$ cat config.mk
export PLATFORM = sky130hd
export DESIGN_NAME = corevx_lsu
export DESIGN_NICKNAME = d
export VERILOG_FILES = /design/src/rtl/corevx_lsu_pkg.sv /design/src/rtl/corevx_lsu_align.sv /design/src/rtl/corevx_lsu.sv
export SDC_FILE = /design/constraint.sdc
export NUM_CORES = 1
export LEC_CHECK = 0
export BUFFER_PORTS_ARGS = -buffer_cell sky130_fd_sc_hd__buf_2
export CORE_AREA = 2 2 96 98
export CTS_CLUSTER_DIAMETER = 40
export DETAILED_ROUTE_END_ITERATION = 7
export DIE_AREA = 0 0 98 100
export GPL_ROUTABILITY_DRIVEN = 0
export PLACE_DENSITY_LB_ADDON = 0.05
export SYNTH_ARGS = -nofsm -noshare
export SYNTH_HDL_FRONTEND = slang
export SYNTH_SLANG_ARGS = --single-unit
$ cat constraint.sdc
create_clock -name clk -period 2.8 [get_ports clk]
set_input_delay 0.28 -clock clk [delete_from_list [all_inputs] [get_ports clk]]
set_output_delay 0.28 -clock clk [all_outputs]
set_load 0.02 [all_outputs]
$ cat src/rtl/corevx_lsu_pkg.sv
// corevx_lsu_pkg: shared encodings for the load/store sequencer.
//   - LSU_OP_*        : execute -> LSU operation codes
//   - EXC_*           : RISC-V exception cause values (mirror corevx_exception.svh)
//   - CACHE_CMD_*     : LSU -> cache commands (mirror corevx_cache.svh)
//   - CACHE_RESPONSE_*: cache -> LSU response codes (mirror corevx_cache.svh)
//   - lsu_state_e     : sequencer FSM states
package corevx_lsu_pkg;

    localparam logic [1:0] LSU_OP_NONE  = 2'd0;
    localparam logic [1:0] LSU_OP_LOAD  = 2'd1;
    localparam logic [1:0] LSU_OP_STORE = 2'd2;
    localparam logic [1:0] LSU_OP_FENCE = 2'd3;

    localparam logic [31:0] EXC_ILLEGAL_INSTR      = 32'd2;
    localparam logic [31:0] EXC_LOAD_MISALIGNED    = 32'd4;
    localparam logic [31:0] EXC_LOAD_ACCESS_FAULT  = 32'd5;
    localparam logic [31:0] EXC_STORE_MISALIGNED   = 32'd6;
    localparam logic [31:0] EXC_STORE_ACCESS_FAULT = 32'd7;
    localparam logic [31:0] EXC_LOAD_PAGE_FAULT    = 32'd13;
    localparam logic [31:0] EXC_STORE_PAGE_FAULT   = 32'd15;

    localparam logic [3:0] CACHE_CMD_NONE      = 4'd0;
    localparam logic [3:0] CACHE_CMD_LOAD      = 4'd1;
    localparam logic [3:0] CACHE_CMD_STORE     = 4'd2;
    localparam logic [3:0] CACHE_CMD_FLUSH_ALL = 4'd3;

    localparam logic [3:0] CACHE_RESPONSE_NONE        = 4'd0;
    localparam logic [3:0] CACHE_RESPONSE_DONE        = 4'd1;
    localparam logic [3:0] CACHE_RESPONSE_MISSALIGNED = 4'd2;
    localparam logic [3:0] CACHE_RESPONSE_ACCESSFAULT = 4'd3;
    localparam logic [3:0] CACHE_RESPONSE_PAGEFAULT   = 4'd4;

    typedef enum logic [1:0] {
        ST_IDLE  = 2'd0,
        ST_WAIT  = 2'd1,
        ST_DRAIN = 2'd2
    } lsu_state_e;

    // Cache command issued for a legal request.
    function automatic logic [3:0] op_to_cmd(input logic [1:0] op);
        case (op)
            LSU_OP_LOAD:  return CACHE_CMD_LOAD;
            LSU_OP_STORE: return CACHE_CMD_STORE;
            LSU_OP_FENCE: return CACHE_CMD_FLUSH_ALL;
            default:      return CACHE_CMD_NONE;
        endcase
    endfunction

endpackage

$ cat src/rtl/corevx_lsu_align.sv
// corevx_lsu_align: combinational legality/alignment check of a request.
//   op, funct3, addr[1:0] in; illegal (bad funct3), misaligned (natural
//   alignment violated) and the matching exception cause out.
module corevx_lsu_align
    import corevx_lsu_pkg::*;
(
    input  logic [1:0]  op,
    input  logic [2:0]  funct3,
    input  logic [1:0]  addr,
    output logic        illegal,
    output logic        misaligned,
    output logic [31:0] cause
);

    logic is_load;
    logic is_store;

    assign is_load  = (op == LSU_OP_LOAD);
    assign is_store = (op == LSU_OP_STORE);

    always_comb begin
        illegal = 1'b0;
        if (is_load)
            illegal = (funct3 == 3'd3) || (funct3 == 3'd6) || (funct3 == 3'd7);
        else if (is_store)
            illegal = (funct3 >= 3'd3);
    end

    // funct3[1:0] is the access size for both signed and unsigned loads.
    assign misaligned = (is_load || is_store) &&
                        (((funct3[1:0] == 2'd1) && addr[0]) ||
                         ((funct3[1:0] == 2'd2) && (addr != 2'b00)));

    always_comb begin
        if (illegal)
            cause = EXC_ILLEGAL_INSTR;
        else if (is_load)
            cause = EXC_LOAD_MISALIGNED;
        else
            cause = EXC_STORE_MISALIGNED;
    end

endmodule

$ cat src/rtl/corevx_lsu.sv
// corevx_lsu: load/store sequencer between execute and the data cache.
//   Execute side : e2l_valid/op/funct3/address/store_data in;
//                  l2e_done pulse with load_data/exc/exc_cause, l2e_busy out.
//   Cache side   : c_cmd/address/load_type/store_type/store_data out;
//                  c_reset_done, c_response, c_load_data in.
//   Parameters   : WAIT_CYCLES (watchdog bound), CHECK_ALIGN (local trap of
//                  misaligned accesses).
module corevx_lsu
    import corevx_lsu_pkg::*;
#(
    parameter int WAIT_CYCLES = 64,
    parameter int CHECK_ALIGN = 1
) (
    input  logic        clk,
    input  logic        rst_n,
    input  logic        e2l_valid,
    input  logic [1:0]  e2l_op,
    input  logic [2:0]  e2l_funct3,
    input  logic [31:0] e2l_address,
    input  logic [31:0] e2l_store_data,
    output logic        l2e_done,
    output logic [31:0] l2e_load_data,
    output logic        l2e_exc,
    output logic [31:0] l2e_exc_cause,
    output logic        l2e_busy,
    input  logic        c_reset_done,
    output logic [3:0]  c_cmd,
    output logic [31:0] c_address,
    output logic [2:0]  c_load_type,
    output logic [1:0]  c_store_type,
    output logic [31:0] c_store_data,
    input  logic [3:0]  c_response,
    input  logic [31:0] c_load_data
);

    localparam int CNT_W = $clog2(WAIT_CYCLES + 1);
    localparam logic [CNT_W-1:0] CNT_LAST = CNT_W'(WAIT_CYCLES - 1);
    localparam logic [CNT_W-1:0] CNT_MAX  = {CNT_W{1'b1}};

    lsu_state_e       state_q, state_d;
    logic [CNT_W-1:0] cnt_q, cnt_d;
    logic [1:0]       op_q, op_d;
    logic [2:0]       f3_q, f3_d;

    logic        al_illegal;
    logic        al_misaligned;
    logic [31:0] al_cause;
    logic        load_q;

    corevx_lsu_align u_align (
        .op         (e2l_op),
        .funct3     (e2l_funct3),
        .addr       (e2l_address[1:0]),
        .illegal    (al_illegal),
        .misaligned (al_misaligned),
        .cause      (al_cause)
    );

    // Address/data paths are pass-through; execute holds them until done.
    assign c_address    = e2l_address;
    assign c_store_data = e2l_store_data;
    assign c_load_type  = e2l_funct3;
    assign c_store_type = e2l_funct3[1:0];
    assign l2e_busy     = (state_q != ST_IDLE);

    // Fences report with store causes, so only a load selects load causes.
    assign load_q = (op_q == LSU_OP_LOAD);

    always_ff @(posedge clk) begin
        if (!rst_n) begin
            state_q <= ST_IDLE;
            cnt_q   <= '0;
            op_q    <= LSU_OP_NONE;
            f3_q    <= 3'd0;
        end else begin
            state_q <= state_d;
            cnt_q   <= cnt_d;
            op_q    <= op_d;
            f3_q    <= f3_d;
        end
    end

    always_comb begin
        state_d       = state_q;
        cnt_d         = cnt_q;
        op_d          = op_q;
        f3_d          = f3_q;
        c_cmd         = CACHE_CMD_NONE;
        l2e_done      = 1'b0;
        l2e_exc       = 1'b0;
        l2e_exc_cause = 32'd0;
        l2e_load_data = 32'd0;
        case (state_q)
            ST_IDLE: begin
                if (e2l_valid && c_reset_done) begin
                    if (e2l_op == LSU_OP_NONE) begin
                        l2e_done = 1'b1;
                    end else if (al_illegal || ((CHECK_ALIGN != 0) && al_misaligned)) begin
                        l2e_done      = 1'b1;
                        l2e_exc       = 1'b1;
                        l2e_exc_cause = al_cause;
                    end else begin
                        c_cmd   = op_to_cmd(e2l_op);
                        cnt_d   = '0;
                        op_d    = e2l_op;
                        f3_d    = e2l_funct3;
                        state_d = ST_WAIT;
                    end
                end
            end
            ST_WAIT: begin
                if (cnt_q != CNT_MAX)
                    cnt_d = cnt_q + 1'b1;
                // A response is checked first so it wins over a same-cycle expiry.
                if (c_response != CACHE_RESPONSE_NONE) begin
                    l2e_done = 1'b1;
                    state_d  = ST_IDLE;
                    case (c_response)
                        CACHE_RESPONSE_DONE: begin
                            if (load_q)
                                l2e_load_data = c_load_data;
                        end
                        CACHE_RESPONSE_MISSALIGNED: begin
                            l2e_exc       = 1'b1;
                            l2e_exc_cause = load_q ? EXC_LOAD_MISALIGNED : EXC_STORE_MISALIGNED;
                        end
                        CACHE_RESPONSE_PAGEFAULT: begin
                            l2e_exc       = 1'b1;
                            l2e_exc_cause = load_q ? EXC_LOAD_PAGE_FAULT : EXC_STORE_PAGE_FAULT;
                        end
                        default: begin
                            // ACCESSFAULT, and any unknown code reported the same way.
                            l2e_exc       = 1'b1;
                            l2e_exc_cause = load_q ? EXC_LOAD_ACCESS_FAULT : EXC_STORE_ACCESS_FAULT;
                        end
                    endcase
                end else if (cnt_q == CNT_LAST) begin
                    // Watchdog: complete with a fault, then swallow the late response.
                    l2e_done      = 1'b1;
                    l2e_exc       = 1'b1;
                    l2e_exc_cause = load_q ? EXC_LOAD_ACCESS_FAULT : EXC_STORE_ACCESS_FAULT;
                    state_d       = ST_DRAIN;
                end
            end
            ST_DRAIN: begin
                if (c_response != CACHE_RESPONSE_NONE)
                    state_d = ST_IDLE;
            end
            default: state_d = ST_IDLE;
        endcase
    end

    // Execute must keep the in-flight request stable while it is waiting.
    always_ff @(posedge clk) begin
        if (rst_n && (state_q == ST_WAIT) && e2l_valid)
            assert ((e2l_op == op_q) && (e2l_funct3 == f3_q));
    end

endmodule

# == After elaboration in Yosys (flattened, before gate mapping) ==
# Index checks and enable logic that the tools add are counted.
# totals
mem_bits_ro,0
out_inout_bits,140
word_cells,93
memories,0
input_bits,109
register_bits,11
ramBits,0
latch_bits,0
# op_classes
div,0
n_reduce_logical,18
n_bitwise,2
mux,46
addsub,1
eq_ne,22
n_mul,0
magnitude_cmp,1
n_shift,0
# op_table
operator,count
32-bit two-way mux,9
32-bit case mux with 2 select lines,1
2-bit two-way mux,14
7-bit two-way mux,4
7-bit case mux with 2 select lines,1
2-bit case mux with 3 select lines,2
4-bit case mux with 3 select lines,1
1-bit two-way mux,11
2-bit inequality test (second input constant),5
5-bit AND reduction,2
2-bit by 1-bit == test with 1-bit output (second input constant),4
2-bit == test (second input constant),4
7-bit by 1-bit adder with 7-bit output (second input constant),1
7-bit by 6-bit == test with 1-bit output (second input constant),1
7-bit inequality test (second input constant),1
3-bit == test (second input constant),2
2-bit nonzero test,3
1-bit logical OR,5
4-bit by 1-bit == test with 1-bit output (second input constant),1
4-bit by 2-bit == test with 1-bit output (second input constant),1
4-bit by 3-bit == test with 1-bit output (second input constant),1
1-bit logical AND,4
2-bit logical NOT,2
1-bit case mux with 2 select lines,2
other kinds (7),8

# == Longest topological paths before layout ==
# Gate-level depths: netlist of run 1.
# depth
ltp_word,9
depth_mapped,8

# == Hierarchy ==
# From an unflattened synthesis of run 1, not the netlist that was laid out.
# unflattened
cells_unflattened,266
area_unflattened_um2,2009.4
# modules_own_cells
mod,cells_each,n_inst,seq_area_each_um2,area_per_inst_um2
corevx_lsu,221,1,220.2,1685.4
corevx_lsu_align,45,1,0.0,324.1

# == Least setup slack after synthesis of run 1 ==
# No wires, ideal clock.
# synth_path
path_kind,register to output
from,register cnt_q[0]
to,output port l2e_exc_cause[1]
setup_slack_ps,950
arrival_time_ps,1570
stages_incl_launch_ff,7
n_path_buf,0
cell_sequence,dfxtp_1 -> ha_1 -> and3_1 -> nand2_1 -> nor3_1 -> o21ai_0 -> o21ai_0
# synth_between
elab_chain_cells,4
# synth_lines
element,line_no,text
"start, declared",corevx_lsu.sv:41,"logic [CNT_W-1:0] cnt_q, cnt_d;"
"start signal, assigned",corevx_lsu.sv:77,cnt_q <= cnt_d;
7-bit by 6-bit == test with 1-bit output,corevx_lsu.sv:137,end else if (cnt_q == CNT_LAST) begin
3-bit two-way mux,corevx_lsu.sv:137,
32-bit two-way mux,corevx_lsu.sv:115,if (c_response != CACHE_RESPONSE_NONE) begin
32-bit case mux with 2 select lines,corevx_lsu.sv:93,case (state_q)
"end, declared",corevx_lsu.sv:24,"output logic [31:0] l2e_exc_cause,"
# No other way between the ends.

# == Worst setup path after layout of run 1 ==
# Ends and elaborated chain as after synthesis.

==> summary.md, run 1 <==
| Metric | Value |
|---|---|
| Worst hold start | `c_response[0]` |
| Max IR drop VDD | `0.0000897 V` |
| N_diodes | `0` |
| Max cap viols | `0` |
| Cell-internal power | `between 0.3 and 0.4 mW` |
| IO buf count | `94` |
| CP max-delay cell | `dfxtp_1` |
| Slew Limit Fails | `0` |
| Vias | `1478` |
| Seq/Total Area, Yosys | `0.117` |
| Post-Synthesis Cells | `243` |
| TritonCTS buffer count | `3` |
| Clk pwr share | `0.332` |
| Post-synthesis cell type count | `41` |
| Unrepaired setup endpoints after global routing | `false` |
| Wire per inst | `13.4 µm` |
| Dominant delay contributor by cell family on the critical path | `simple AND/OR/NAND/NOR gates` |
| CP cell instances | `ha_1, and3_1, nand2_1, nor3_1, o21ai_0, o21ai_0, buf_2` |
| Worst skew pair latency | `0.24 ns` |
| DRT iter0 DRCs | `27` |
| Ys flop type | `dfxtp_1` |
| Final Hold Fails | `0` |
| Starting Density | `0.212` |
| WL final | `5050 µm` |
| H-tree levels | `1` |
| Clk buf depth | `2` |
| Crit path from | `cnt_q[0]$_SDFFE_PN0P_` |
| Die Ht | `100 µm` |
| Total gr overflow | `0` |
| Clk root buf | `clkbuf_8` |
| Fraction of power spent switching nets | `0.362` |
| First-pass GRT wire length | `7270 µm` |
| FMAX | `0.446 GHz` |
| CTS tree | `yes` |
| CP Launch Type | `flip-flop` |
| Commonest cells after routing, fill and taps aside | `buf_2, and2_1, conb_1` |
| Setup TNS | `0 ns` |
| Yosys reg bits | `11` |
| Post-CTS Setup Inserts | `0` |
| Max Fanout on Critical Path | `4` |
| Cts hold-fix bufs | `0` |
| Slew at the pin closest to its max-slew limit | `slightly below 0.6 ns` |
| Hold Path Class | `primary input to flip-flop` |
| Post-route minimum period | `2.24 ns` |
| Std cell rows | `35` |
| # IOs | `around 250` |
| ANT nets after route | `0` |
| Number of global-route vias before repair | `about 1300` |
| Critical Setup Path Class | `flip-flop to primary output` |
| Worst EP required | `2.52 ns` |
| Origin of the critical flop-to-flop path | `cnt_q[0]$_SDFFE_PN0P_` |
| Design area | `roughly 1900 µm²` |
| Tot GR Track Use | `0.0931` |
| Psw | `0.180 mW` |
| Buffers & Inverters on Critical Path | `1` |
| Worst Slack Setup Final | `roughly 0.56 ns` |
| Layout area overhead | `-0.200%` |
| Synth warn | `0` |
| Pleak | `slightly above 1 nW` |
| Core area | `8890 µm²` |
| CTS sink count | `11` |
| Die area | `about 10000 µm²` |
| Avg Synthesized Cell Area | `7.74 µm²` |
| Outcome | `finished clean` |
| CP most frequent cell | `o21ai_0` |
| DRC | `0` |
| Pre-CTS setup slack | `0.668 ns` |
| Initial antenna violation count | `0` |
| Async set-reset flop share out of synthesis | `0` |
| Sequential power share | `0.328` |
| Router iterations before antenna repair | `4` |
| Relative slew slack | `0.606` |
| Arr. time, crit path | `between 1.5 and 2 ns` |
| Nets | `between 300 and 400` |
| Post-Place Cell Area | `1830 µm²` |
| Largest net degree at the start of global routing | `33` |
| Commonest non-fill, non-tap cell in the layout | `buf_2` |
| DP HPWL | `around 4200 µm` |
| Via-to-Cell Ratio | `3.92` |
| Clock Skews | `between 0.002 and 0.0025 ns` |
| Combinational share of power | `0.339` |
| # setup viols final | `0` |
| Synthesized area | `~1900 µm²` |
| Final core utilization | `0.211` |
| CP endpoint kind | `primary output` |
| Cts repair resizes | `0` |
| Fin crit share | `0.801` |
| Pwr dens | `around 260 nW/µm²` |
| Max incr delay on CP | `about 0.37 ns` |
| Die Width | `98 µm` |
| Ratio of cells with drive above 1 in the final layout | `0.410` |
| Worst-path clk slew | `about 0.05 ns` |
| Post-route insts no fill | `377` |
| Number of instances in the placed design | `roughly 370` |
| Post-synth EDFFs | `0` |
==> path summary, 6_finish.rpt <==
path / end / slack (ns) / depth (start not counted)
worst max register to register: cnt_q[5]$_SDFFE_PN0P_ / 1.11 / 6
worst max-delay path: l2e_exc_cause[1] / 0.56 / 7
worst min register to register: cnt_q[5]$_SDFFE_PN0P_ / 0.48 / 2
worst min-delay path: state_q[1]$_SDFFE_PN0P_ / 0.33 / 2
==> metrics by stage <==
| step | total power [mW] | hold WS, ns |
|---|---|---|
| 6_report | 0.497 | 0.326 |
| 5_1_grt | 0.532 | 0.364 |
| 4_1_cts | 0.508 | 0.335 |
| 3_5_place_dp | 0.337 | 0.477 |
| 3_3_place_gp | 0.337 | 0.477 |
| 2_1_floorplan | 0.444 | 0.357 |
==> per-layer routing <==
layer  up-vias  GRT usage  routed length [µm]
met4         0     0.0577                 236
met1       666      0.110                2020
met3        22     0.0279                 377
li1        713          -                   -
met5         -          0                   0
met2        77      0.149                2410
==> worst register-to-register path, stage by stage, from the launching register on <==
cell	delay [ns]
dfxtp_1	0.33
ha_1	0.21
and3_1	0.25
a311oi_4	0.33
nand4_1	0.16
a21oi_2	0.15
mux2i_1	0.19
==> state kept, by name, summed over array words and instances, names as in the netlist <==
signal,count
cnt_q,7
op_q,2
state_q,2
==> cell families after synthesis <==
| group | count (synthesis) | share of synthesized area |
|---|---|---|
| flip-flops | 11 | 0.117 |
| AO/OA/AOI/OAI | 26 | 0.114 |
| multiplexers | 8 | 0.0426 |
| AND/OR/NAND/NOR | 81 | 0.267 |
| buffers and inverters | 111 | 0.424 |
| other | 1 | 0.00199 |
| adder cells (fa/ha/maj) | 5 | 0.0332 |
==> synthesized netlist by cell type (2+ instances only) <==
| library cell | instances | area [µm²] |
|---|---|---|
| dfxtp_1 | 11 | 220 |
| nor4b_1 | 2 | 17.5 |
| nand3b_1 | 7 | 52.6 |
| a21oi_1 | 7 | 35.0 |
| ha_1 | 5 | 62.6 |
| nor2b_1 | 5 | 31.3 |
| nand3_1 | 9 | 45.0 |
| clkbuf_1 | 3 | 11.3 |
| o21ai_0 | 5 | 25.0 |
| buf_4 | 99 | 743 |
| mux2i_1 | 8 | 80.1 |
| and2_1 | 34 | 213 |
| nand4_1 | 2 | 12.5 |
| a21boi_2 | 2 | 22.5 |
| nor2_1 | 7 | 26.3 |
| nand2_1 | 5 | 18.8 |
| and3_1 | 2 | 12.5 |
| nor3_1 | 2 | 10.0 |
| inv_1 | 6 | 22.5 |
==> power groups by stage <==
stage               clock network (mW)  logic, mW  registers, mW
floorplan                            0      0.278          0.166
global placement                     0      0.170          0.167
detailed placement                   0      0.170          0.166
CTS                              0.174      0.171          0.163
global route                     0.183      0.186          0.164
finish                           0.165      0.169          0.163
==> cell type report <==
class                           count  area (µm²)
Fill cell                        1027        7010
Timing Repair Buffer               95         478
Inverter                            6        22.5
Clock buffer                        4        45.0
Tap cell                          111         139
Sequential cell                    11         220
Multi-Input combinational cell    150         973
(Power assumes the default switching activity.)
==> inputs of run 2 (changes only) <==
--- a/config.mk
+++ b/config.mk
@@ -6,10 +6,10 @@
 export NUM_CORES = 1
 export LEC_CHECK = 0
 export BUFFER_PORTS_ARGS = -buffer_cell sky130_fd_sc_hd__buf_2
-export CORE_AREA = 2 2 96 98
+export CORE_AREA = 2 2 98 100
 export CTS_CLUSTER_DIAMETER = 40
 export DETAILED_ROUTE_END_ITERATION = 7
-export DIE_AREA = 0 0 98 100
+export DIE_AREA = 0 0 100 102
 export GPL_ROUTABILITY_DRIVEN = 0
 export PLACE_DENSITY_LB_ADDON = 0.05
 export SYNTH_ARGS = -nofsm -noshare
==> constraint.sdc (replaced) <==
create_clock -name clk -period 2.3 [get_ports clk]
set_input_delay 0.23 -clock clk [delete_from_list [all_inputs] [get_ports clk]]
set_output_delay 0.23 -clock clk [all_outputs]
set_load 0.02 [all_outputs]
==> run 2 against run 1 <==
Against the previous run:
- critical path type unchanged
- critical endpoint is now l2e_done
- setup slack got worse by 0.28 ns
- core utilization decreased by 0.33 points
- largest cell class unchanged
- first-iteration DRC count rose by 96%
- global-route usage shrank 0.96 points
==> summary.md, run 2 (synthesized netlist as in run 1, its figures left out) <==
| Metric | Value |
|---|---|
| Starting Density | `0.207 (was 0.212)` |
| IO buf count | `94 (unchanged)` |
| Worst Slack Setup Final | `0.280 ns (was 0.558 ns)` |
| Unrepaired setup endpoints after global routing | `false (unchanged)` |
| Worst-path clk slew | `0.06 ns (was 0.05 ns)` |
| Ratio of cells with drive above 1 in the final layout | `0.418 (was 0.410)` |
| Post-route minimum period | `2.02 ns` |
| Core area | `9110 µm² (was 8890 µm²)` |
| Met3 wire length | `366 µm (was 377 µm)` |
| CTS sink count | `11 (unchanged)` |
| CP Launch Type | `flip-flop (unchanged)` |
| CTS tree | `yes (unchanged)` |
| N_diodes | `0 (unchanged)` |
| Std cell rows | `35 (unchanged)` |
| Commonest non-fill, non-tap cell in the layout | `buf_2 (unchanged)` |
| Die Ht | `102 µm (was 100 µm)` |
| TritonCTS buffer count | `3 (unchanged)` |
| # IOs | `249 (unchanged)` |
| Router iterations before antenna repair | `4 (unchanged)` |
| Post-route insts no fill | `379 (was 377)` |
| DRC | `0 (unchanged)` |
| Commonest cells after routing, fill and taps aside | `buf_2, and2_1, conb_1 (unchanged)` |
| Met1 WL | `1920 µm (was 2020 µm)` |
| Clk buf depth | `2 (unchanged)` |
| Slew Limit Fails | `0 (unchanged)` |
| FMAX | `0.495 GHz` |
| # setup viols final | `0 (unchanged)` |
| Max reg flops | `7 (unchanged)` |
| Vias | `1459 (was 1478)` |
| Worst skew pair latency | `0.24 ns (about the same)` |
| Wire per inst | `13.2 µm (was 13.4 µm)` |
| Buffers & Inverters on Critical Path | `1 (unchanged)` |
| Layout area overhead | `0.665% (was -0.200%)` |
| Max cap viols | `0 (unchanged)` |
| Largest reg by FF count | `cnt_q (unchanged)` |
| Outcome | `finished clean (unchanged)` |
| WL final | `4990 µm (was 5050 µm)` |
| Pleak | `1.03 nW (was 1.02 nW)` |
| Via-to-Cell Ratio | `3.85 (was 3.92)` |
| ANT nets after route | `0 (unchanged)` |
| DRT iter0 DRCs | `53 (was 27)` |
| DP HPWL | `4140 µm (was 4220 µm)` |
| Clk root buf | `clkbuf_8 (unchanged)` |
| Arr. time, crit path | `1.79 ns (was 1.96 ns)` |
| CP endpoint kind | `primary output (unchanged)` |
| Clock Skews | `0.00408 ns (was 0.00215 ns)` |
| First-pass GRT wire length | `6770 µm (was 7270 µm)` |
| DR WL met2 | `2560 µm (was 2410 µm)` |
| Number of global-route vias before repair | `1333 (was 1346)` |
| Max incr delay on CP | `0.36 ns (was 0.37 ns)` |
| Number of instances in the placed design | `375 (was 373)` |
| Setup TNS | `0 ns (unchanged)` |
| Max IR drop VDD | `0.000144 V (was 0.0000897 V)` |
| Worst EP required | `2.07 ns (was 2.52 ns)` |
| Largest regs | `cnt_q: 7 flops, op_q: 2 flops, state_q: 2 flops (unchanged)` |
| H-tree levels | `1 (unchanged)` |
| Pre-CTS setup slack | `0.409 ns (was 0.668 ns)` |
| Pwr dens | `322 nW/µm² (was 265 nW/µm²)` |
| Total gr overflow | `0 (unchanged)` |
| Max Fanout on Critical Path | `4 (unchanged)` |
| Hold Path Class | `primary input to flip-flop (unchanged)` |
| Dominant delay contributor by cell family on the critical path | `simple AND/OR/NAND/NOR gates (unchanged)` |
| Largest net degree at the start of global routing | `33 (unchanged)` |
| CP max-delay cell | `dfxtp_1 (unchanged)` |
| CP cell instances | `ha_1, and3_2, nand2_1, nor2_1, o31ai_1, a21oi_1, buf_2 (was ha_1, and3_1, nand2_1, nor3_1, o21ai_0, o21ai_0, buf_2)` |
| Nets | `383 (was 381)` |
| Initial antenna violation count | `0 (unchanged)` |
| Tot GR Track Use | `0.0835 (was 0.0931)` |
| Fin crit share | `0.878` |
| Uppermost layer routed | `met4 (unchanged)` |
| Final Hold Fails | `0 (unchanged)` |
| Die area | `10200 µm² (was 9800 µm²)` |
| Die Width | `100 µm (was 98 µm)` |
| Critical Setup Path Class | `flip-flop to primary output (unchanged)` |
[run 2: layout make-up]
class	instances	area, µm²
Fill cell	1048	7210
Multi-Input combinational cell	150	975
Timing Repair Buffer	97	493
Sequential cell	11	220
Tap cell	111	139
Clock buffer	4	45.0
Inverter	6	22.5
[run 2: where the power goes]
| group | switching (mW) | leakage (nW) | internal [mW] |
|---|---|---|---|
| Combinational | 0.137 | 0.915 | 0.0728 |
| Clock | 0.0793 | 0.0228 | 0.122 |
| Sequential | 0.00360 | 0.0889 | 0.195 |
[run 2: through the flow]
stage | utilization | hold WS [ns] | cell area [µm²] | total power [mW]
6_report | 0.208 | 0.272 | 1890 | 0.609
5_1_grt | 0.208 | 0.288 | 1890 | 0.643
3_3_place_gp | 0.203 | 0.460 | 1850 | 0.414
4_1_cts | 0.208 | 0.271 | 1890 | 0.619
3_5_place_dp | 0.203 | 0.460 | 1850 | 0.413
2_1_floorplan | - | 0.307 | 1990 | 0.540
[run 2: worst paths after layout]
kind,startpoint,slack (ns),endpoint,depth (start not counted)
max,cnt_q[0]$_SDFFE_PN0P_,0.28,l2e_done,7
min,c_response[0],0.27,state_q[1]$_SDFFE_PN0P_,2
max reg2reg,cnt_q[0]$_SDFFE_PN0P_,0.61,cnt_q[5]$_SDFFE_PN0P_,6
min reg2reg,cnt_q[5]$_SDFFE_PN0P_,0.49,cnt_q[5]$_SDFFE_PN0P_,2
[run 2: worst reg2reg max path, cell delays in order (launching register included)]
cell,delay [ns]
dfxtp_1,0.33
ha_1,0.21
and3_2,0.26
a311oi_4,0.33
nand4_1,0.17
a21oi_2,0.15
mux2i_1,0.18
[run 2: repair_timing]
item	4_1_cts	5_1_grt
endpoints found under the setup margin	0	2
gates resized for setup	0	2
hold buffers	0	0
setup buffers	0	0
[run 2: layer usage]
metal	GRT usage	vias to the layer above
met4	0.0474	0
met5	0	-
met1	0.101	651
met2	0.138	63
li1	-	719
met3	0.0178	26
